**src/rtl/ram_req_pkg.sv**
```systemverilog
// Shared definitions for the ram_access request front-end: op encoding and
// the queued request record layout.
package ram_req_pkg;

   localparam logic RW_READ  = 1'b0;
   localparam logic RW_WRITE = 1'b1;

   localparam int REQ_W = 65;

   typedef struct packed {
      logic        rw;
      logic [31:0] addr;
      logic [31:0] wdata;
   } req_t;

   // The op ram_access is executing; is_real=0 marks a filler read.
   typedef struct packed {
      logic is_real;
      req_t req;
   } op_t;

endpackage

```
**src/rtl/sync_fifo.sv**
```systemverilog
// Synchronous FIFO with occupancy count. A push while full is accepted only
// when a pop happens in the same cycle.
module sync_fifo #(
   parameter int WIDTH = 32,
   parameter int DEPTH = 4
) (
   input  logic                       ACLK,
   input  logic                       ARESETn,
   input  logic                       push,
   input  logic [WIDTH-1:0]           push_data,
   input  logic                       pop,
   output logic [WIDTH-1:0]           pop_data,
   output logic [$clog2(DEPTH):0]     count
);

   localparam int AW = $clog2(DEPTH);
   localparam logic [AW:0] FULL_CNT = (AW+1)'(DEPTH);

   logic [WIDTH-1:0] mem_q [DEPTH];
   logic [WIDTH-1:0] mem_d [DEPTH];
   logic [AW-1:0]    wr_ptr_q, wr_ptr_d;
   logic [AW-1:0]    rd_ptr_q, rd_ptr_d;
   logic [AW:0]      count_q, count_d;
   logic             do_push, do_pop;

   always_comb begin
      do_pop   = pop && (count_q != '0);
      do_push  = push && ((count_q != FULL_CNT) || do_pop);
      mem_d    = mem_q;
      wr_ptr_d = wr_ptr_q;
      rd_ptr_d = rd_ptr_q;
      if (do_push) begin
         mem_d[wr_ptr_q] = push_data;
         wr_ptr_d        = wr_ptr_q + AW'(1);
      end
      if (do_pop) begin
         rd_ptr_d = rd_ptr_q + AW'(1);
      end
      count_d = count_q + (AW+1)'(do_push) - (AW+1)'(do_pop);
   end

   always_ff @(posedge ACLK) begin
      mem_q <= mem_d;
      if (!ARESETn) begin
         wr_ptr_q <= '0;
         rd_ptr_q <= '0;
         count_q  <= '0;
      end else begin
         wr_ptr_q <= wr_ptr_d;
         rd_ptr_q <= rd_ptr_d;
         count_q  <= count_d;
      end
   end

   assign pop_data = mem_q[rd_ptr_q];
   assign count    = count_q;

endmodule

```
**src/rtl/ram_request_port.sv**
```systemverilog
// Queues upstream read/write requests and feeds them to ram_access exactly at
// its ACK cycles, filling idle slots with harmless cached-line reads.
module ram_request_port
   import ram_req_pkg::*;
#(
   parameter int REQ_DEPTH = 4,
   parameter int RSP_DEPTH = 4
) (
   input  logic        ACLK,
   input  logic        ARESETn,
   input  logic        req_valid,
   output logic        req_ready,
   input  logic        req_rw,
   input  logic [31:0] req_addr,
   input  logic [31:0] req_wdata,
   output logic        rsp_valid,
   input  logic        rsp_ready,
   output logic [31:0] rsp_data,
   output logic        wr_done,
   output logic        RW,
   output logic [31:0] ADDRESS,
   output logic [31:0] IN_DATA,
   input  logic [31:0] OUT_DATA,
   input  logic        ACK,
   output logic        busy
);

   localparam logic [$clog2(REQ_DEPTH):0] REQ_FULL = ($clog2(REQ_DEPTH)+1)'(REQ_DEPTH);

   req_t                        req_in, head;
   logic                        req_push, req_pop;
   logic [$clog2(REQ_DEPTH):0]  req_count;
   logic                        rsp_push, rsp_pop;
   logic [$clog2(RSP_DEPTH):0]  rsp_count;

   op_t         cur_q, cur_d, nxt;
   logic [31:0] last_addr_q, last_addr_d;
   logic        wr_done_q, wr_done_d;
   logic        act, head_valid, rd_pending, head_eligible;

   assign req_in = '{rw: req_rw, addr: req_addr, wdata: req_wdata};

   sync_fifo #(.WIDTH(REQ_W), .DEPTH(REQ_DEPTH)) u_req_fifo (
      .ACLK      (ACLK),
      .ARESETn   (ARESETn),
      .push      (req_push),
      .push_data (req_in),
      .pop       (req_pop),
      .pop_data  (head),
      .count     (req_count)
   );

   sync_fifo #(.WIDTH(32), .DEPTH(RSP_DEPTH)) u_rsp_fifo (
      .ACLK      (ACLK),
      .ARESETn   (ARESETn),
      .push      (rsp_push),
      .push_data (OUT_DATA),
      .pop       (rsp_pop),
      .pop_data  (rsp_data),
      .count     (rsp_count)
   );

   // A read may only issue if its response slot is guaranteed, counting the
   // read currently executing whose data has not been pushed yet.
   always_comb begin
      act           = ACK && ARESETn;
      head_valid    = (req_count != '0);
      rd_pending    = cur_q.is_real && (cur_q.req.rw == RW_READ);
      head_eligible = head_valid &&
                      ((head.rw == RW_WRITE) ||
                       ((int'(rsp_count) + int'(rd_pending)) < RSP_DEPTH));

      nxt.is_real   = 1'b0;
      nxt.req.rw    = RW_READ;
      nxt.req.addr  = last_addr_q;
      nxt.req.wdata = '0;
      if (head_eligible) begin
         nxt.is_real = 1'b1;
         nxt.req     = head;
      end

      req_pop     = act && head_eligible;
      rsp_push    = act && rd_pending;
      wr_done_d   = act && cur_q.is_real && (cur_q.req.rw == RW_WRITE);
      cur_d       = act ? nxt : cur_q;
      last_addr_d = (act && nxt.is_real) ? nxt.req.addr : last_addr_q;
   end

   always_ff @(posedge ACLK) begin
      if (!ARESETn) begin
         cur_q       <= '0;
         last_addr_q <= '0;
         wr_done_q   <= 1'b0;
      end else begin
         cur_q       <= cur_d;
         last_addr_q <= last_addr_d;
         wr_done_q   <= wr_done_d;
      end
   end

   // ram_access samples the port only on ACK, so the next op is shown just then.
   assign RW        = act ? nxt.req.rw    : cur_q.req.rw;
   assign ADDRESS   = act ? nxt.req.addr  : cur_q.req.addr;
   assign IN_DATA   = act ? nxt.req.wdata : cur_q.req.wdata;

   assign req_ready = ARESETn && ((req_count != REQ_FULL) || req_pop);
   assign req_push  = req_valid && req_ready;
   assign rsp_valid = (rsp_count != '0);
   assign rsp_pop   = rsp_valid && rsp_ready;
   assign wr_done   = wr_done_q;
   assign busy      = head_valid || cur_q.is_real;

endmodule

```
**config.mk**
```make
export PLATFORM = sky130hd
export DESIGN_NAME = ram_request_port
export DESIGN_NICKNAME = d
export VERILOG_FILES = /design/src/rtl/ram_req_pkg.sv /design/src/rtl/sync_fifo.sv /design/src/rtl/ram_request_port.sv
export SDC_FILE = /design/constraint.sdc
export NUM_CORES = 1
export LEC_CHECK = 0
export BUFFER_PORTS_ARGS = -buffer_cell sky130_fd_sc_hd__buf_2
export CORE_ASPECT_RATIO = 1.75
export CORE_UTILIZATION = 38
export CTS_BUF_LIST = sky130_fd_sc_hd__clkbuf_8
export DETAILED_ROUTE_END_ITERATION = 10
export PLACE_DENSITY = 0.57
export SETUP_SLACK_MARGIN = 0.15
export SLEW_MARGIN = 20
export SYNTH_ARGS = -nofsm -noshare
export SYNTH_HDL_FRONTEND = slang
export SYNTH_HIERARCHICAL = 1
export SYNTH_SLANG_ARGS = --single-unit
```
**constraint.sdc**
```tcl
create_clock -name ACLK -period 5.5 [get_ports ACLK]
set_input_delay 0.275 -clock ACLK [delete_from_list [all_inputs] [get_ports ACLK]]
set_output_delay 0.275 -clock ACLK [all_outputs]
set_load 0.02 [all_outputs]
```
==> qor.txt <==
routability cong.: 0.711
critical path data required time: 6.02 ns
Row Count: 110
wl on met1: 16,900 microns
yosys warns: 6
# fillers: 4,557
fin crit share: 73.3%
Worst Tran Pin Value: 1.07 ns
final hold vios: 0
hold_ws: 0.199 ns
die area: 52,900 sq um
Core Area: 51,300 sq um
worst-path fanout max: 34
Seq cells post-synth: 501
WL final: 44,900 microns
mapped cell area: 19,700 sq um
Worst slew margin: 28.7%
slowest cell delay on critical path: 0.52 ns
clock group share of total power: 30.4%
Final Setup Violations: 0
antenna violations before repair: 5
area added between synthesis and finish: 20.1%
total congestion overflow: 0
CTS root buf: clkbuf_8
Die Y: 304 microns
CTS tree: yes
final instance area: 23,700 sq um
drt wl/cell: 19.5 microns
Port Buffers: 202
crit path buf inv count: 2
Vias: 11,800
top cells by area, synth: edfxtp_1, dfxtp_1, mux4_2
fraction of layout cells with a size suffix above 1: 26.2%
synthesized instance count: 1,264
RSZ-0062 raised after global routing: no
CP max stage cell: mux4_2
cell chain of the critical path: mux4_2, nand4bb_1, o2111a_4, or4b_1, and3_1, o41a_1, inv_1, ha_1, inv_1, ha_1, fa_1, xnor2_1, xnor2_1, and2_1
Comb power frac: 20.7%
Placed Area: 21,300 sq um
Syn Nets: 1,380
Max Freq: 248 MHz
crit path kind: flop to flop
Mean Syn Cell Area: 15.6 sq um
Die Width: 174 microns
highest metal used: met4
outcome: completed
worst ir drop on vdd: 268 uV
antenna-violating nets left: 0
sequential cell area: 13,900 sq um
most common cell after layout, fill and taps aside: edfxtp_1
sw power: 0.00276 W
Iteration-0 DRC Markers: 645
Leakage: 8.31 nW
post-layout min period: 4.03 ns
largest net degree at the start of global routing: 83
worst clock skew: 0.0213 ns
share of the synthesized area in the top cell type: 59.0%
# nets final: 1,688
drt drc: 0
Met2 Routed Length: 23,900 microns
Worst-Skew Late Latency: 0.62 ns
CTS clk-pin slew, worst paths: 0.07 ns
Max Transition Viols Final: 0
I/O pins: 203
Reg power frac: 48.9%
Worst Path Arrival: 4.55 ns
setup TNS: 0 ns
CTS buffer count: 75
Final Util: 46.2%
Switching Share: 29.8%
sequential area share after synthesis: 70.5%
Placed Cells: 2,070
total of max-cap violations: 0
worst min path class: input pin to flop
multi-input logic area: 5370 sq um
DR pass1 iterations: 5
startpoint class of the critical path: flop
Critical Path End Type: flop
gr usage total: 17.3%
PwrDens: 391 nW/um^2
critical path's top delay family: simple AND/OR/NAND/NOR gates
Longest Clk Path Bufs: 3
Non-Filler Instances: 2,301
H-tree depth: 3
first-pass GRT wire length: 69,900 microns
number of global-route vias before repair: 12,600
CTS sink cnt: 501
number of distinct library cells after synthesis: 38
Initial Util: 38.5%
Int Pwr: 0.00651 W
met3 wire length: 2830 microns
commonest non-fill, non-tap cells in the layout: edfxtp_1, buf_2, nand2_1
cell accounting for the most synthesized area: edfxtp_1
Via-to-Cell Ratio: 5.15
Post-DP HPWL: 26,500 microns
## cell families (layout without fill, tap and decap cells)
family | after synthesis | count (layout) | synth area share, %
multiplexers | 101 | 101 | 11.3
flip-flops | 501 | 501 | 70.5
XOR/XNOR | 8 | 8 | 0.355
buffers and inverters | 101 | 463 | 2.48
AO/OA/AOI/OAI | 132 | 132 | 4.43
AND/OR/NAND/NOR | 407 | 407 | 10.0
other | 0 | 3 | 0
adder cells (fa/ha/maj) | 14 | 14 | 0.963
## routing by layer
layer	vias up	track usage (%)
li1	5462	-
met4	0	7.18
met3	83	4.02
met2	372	32.3
met5	-	0
met1	5922	18.5
## timing repair
action                                 in CTS  in global routing
hold buffers                               97                  0
resized for setup                           0                  0
buffers inserted                            0                  0
endpoints found under the hold margin     388                  0
## flip-flops by register name, summed over array words and instances, names as in the netlist
name and flops:
u_req_fifo/mem_q 260, u_rsp_fifo/mem_q 128, cur_q 66, last_addr_q 32
u_req_fifo/count 3, u_rsp_fifo/count 3, u_req_fifo/rd_ptr_q 2, u_req_fifo/wr_ptr_q 2
u_rsp_fifo/rd_ptr_q 2, u_rsp_fifo/wr_ptr_q 2, wr_done 1
## Yosys cell counts
master and n:
ha_1 12, o21a_1 1, a211oi_1 64, o21ai_0 57, nor2_1 2, or3_1 2
o31a_1 2, xnor2_1 8, mux4_2 97, or2_2 1, nand2_1 179, and2_1 18
buf_2 22, o211a_1 1, fa_1 2, nor2b_1 39, inv_1 12, dfxtp_1 113
inv_2 2, o311ai_1 1, mux2i_1 4, or4b_1 1, edfxtp_1 388, buf_6 3
nand2b_1 1, o41a_1 2, buf_1 4, o311ai_0 1, o211ai_1 1, buf_4 7
buf_8 3, nand4bb_1 1, and3_1 2, a31oi_1 1, nor3b_1 32, clkbuf_1 48
nand3_1 129, o2111a_4 1
## area by class of cell
class                           instances  share of cell area (%)
Antenna cell                            3                  0.0317
Clock buffer                           83                    4.82
Clock inverter                         48                    1.01
Inverter                               14                   0.222
Multi-Input combinational cell        662                    22.6
Sequential cell                       501                    58.7
Tap cell                              672                    3.55
Timing Repair Buffer                  318                    8.98
## power groups by stage
stage          clock network, W  logic [W]  registers [W]
6_report                0.00282    0.00192        0.00453
5_1_grt                 0.00308    0.00211        0.00456
4_1_cts                 0.00292    0.00195        0.00453
2_1_floorplan                 0    0.00131        0.00458
3_3_place_gp                  0    0.00185        0.00459
3_5_place_dp                  0    0.00189        0.00461
## final timing paths
kind / start / to / slack, ns / cells after the start
worst min-delay path: ACK / cur_q[19]$_SDFFE_PN0P_ / 0.20 / 2
worst min register to register: cur_q[25]$_SDFFE_PN0P_ / cur_q[25]$_SDFFE_PN0P_ / 0.44 / 2
worst max register to register: u_req_fifo/mem_q[64]$_DFFE_PP_ / u_req_fifo/count[2]$_SDFF_PN0_ / 1.47 / 14
worst max-delay path: u_req_fifo/mem_q[64]$_DFFE_PP_ / u_req_fifo/count[2]$_SDFF_PN0_ / 1.47 / 14
## per-stage QoR
step / power, W / worst slack (ns)
after floorplan: 0.00589 / 1.53
after global placement: 0.00644 / 1.54
after detailed placement: 0.00650 / 1.48
after CTS: 0.00941 / 1.47
after global routing: 0.00976 / 1.32
final: 0.00927 / 1.47
Note: power is estimated with default switching activity, not from simulation.
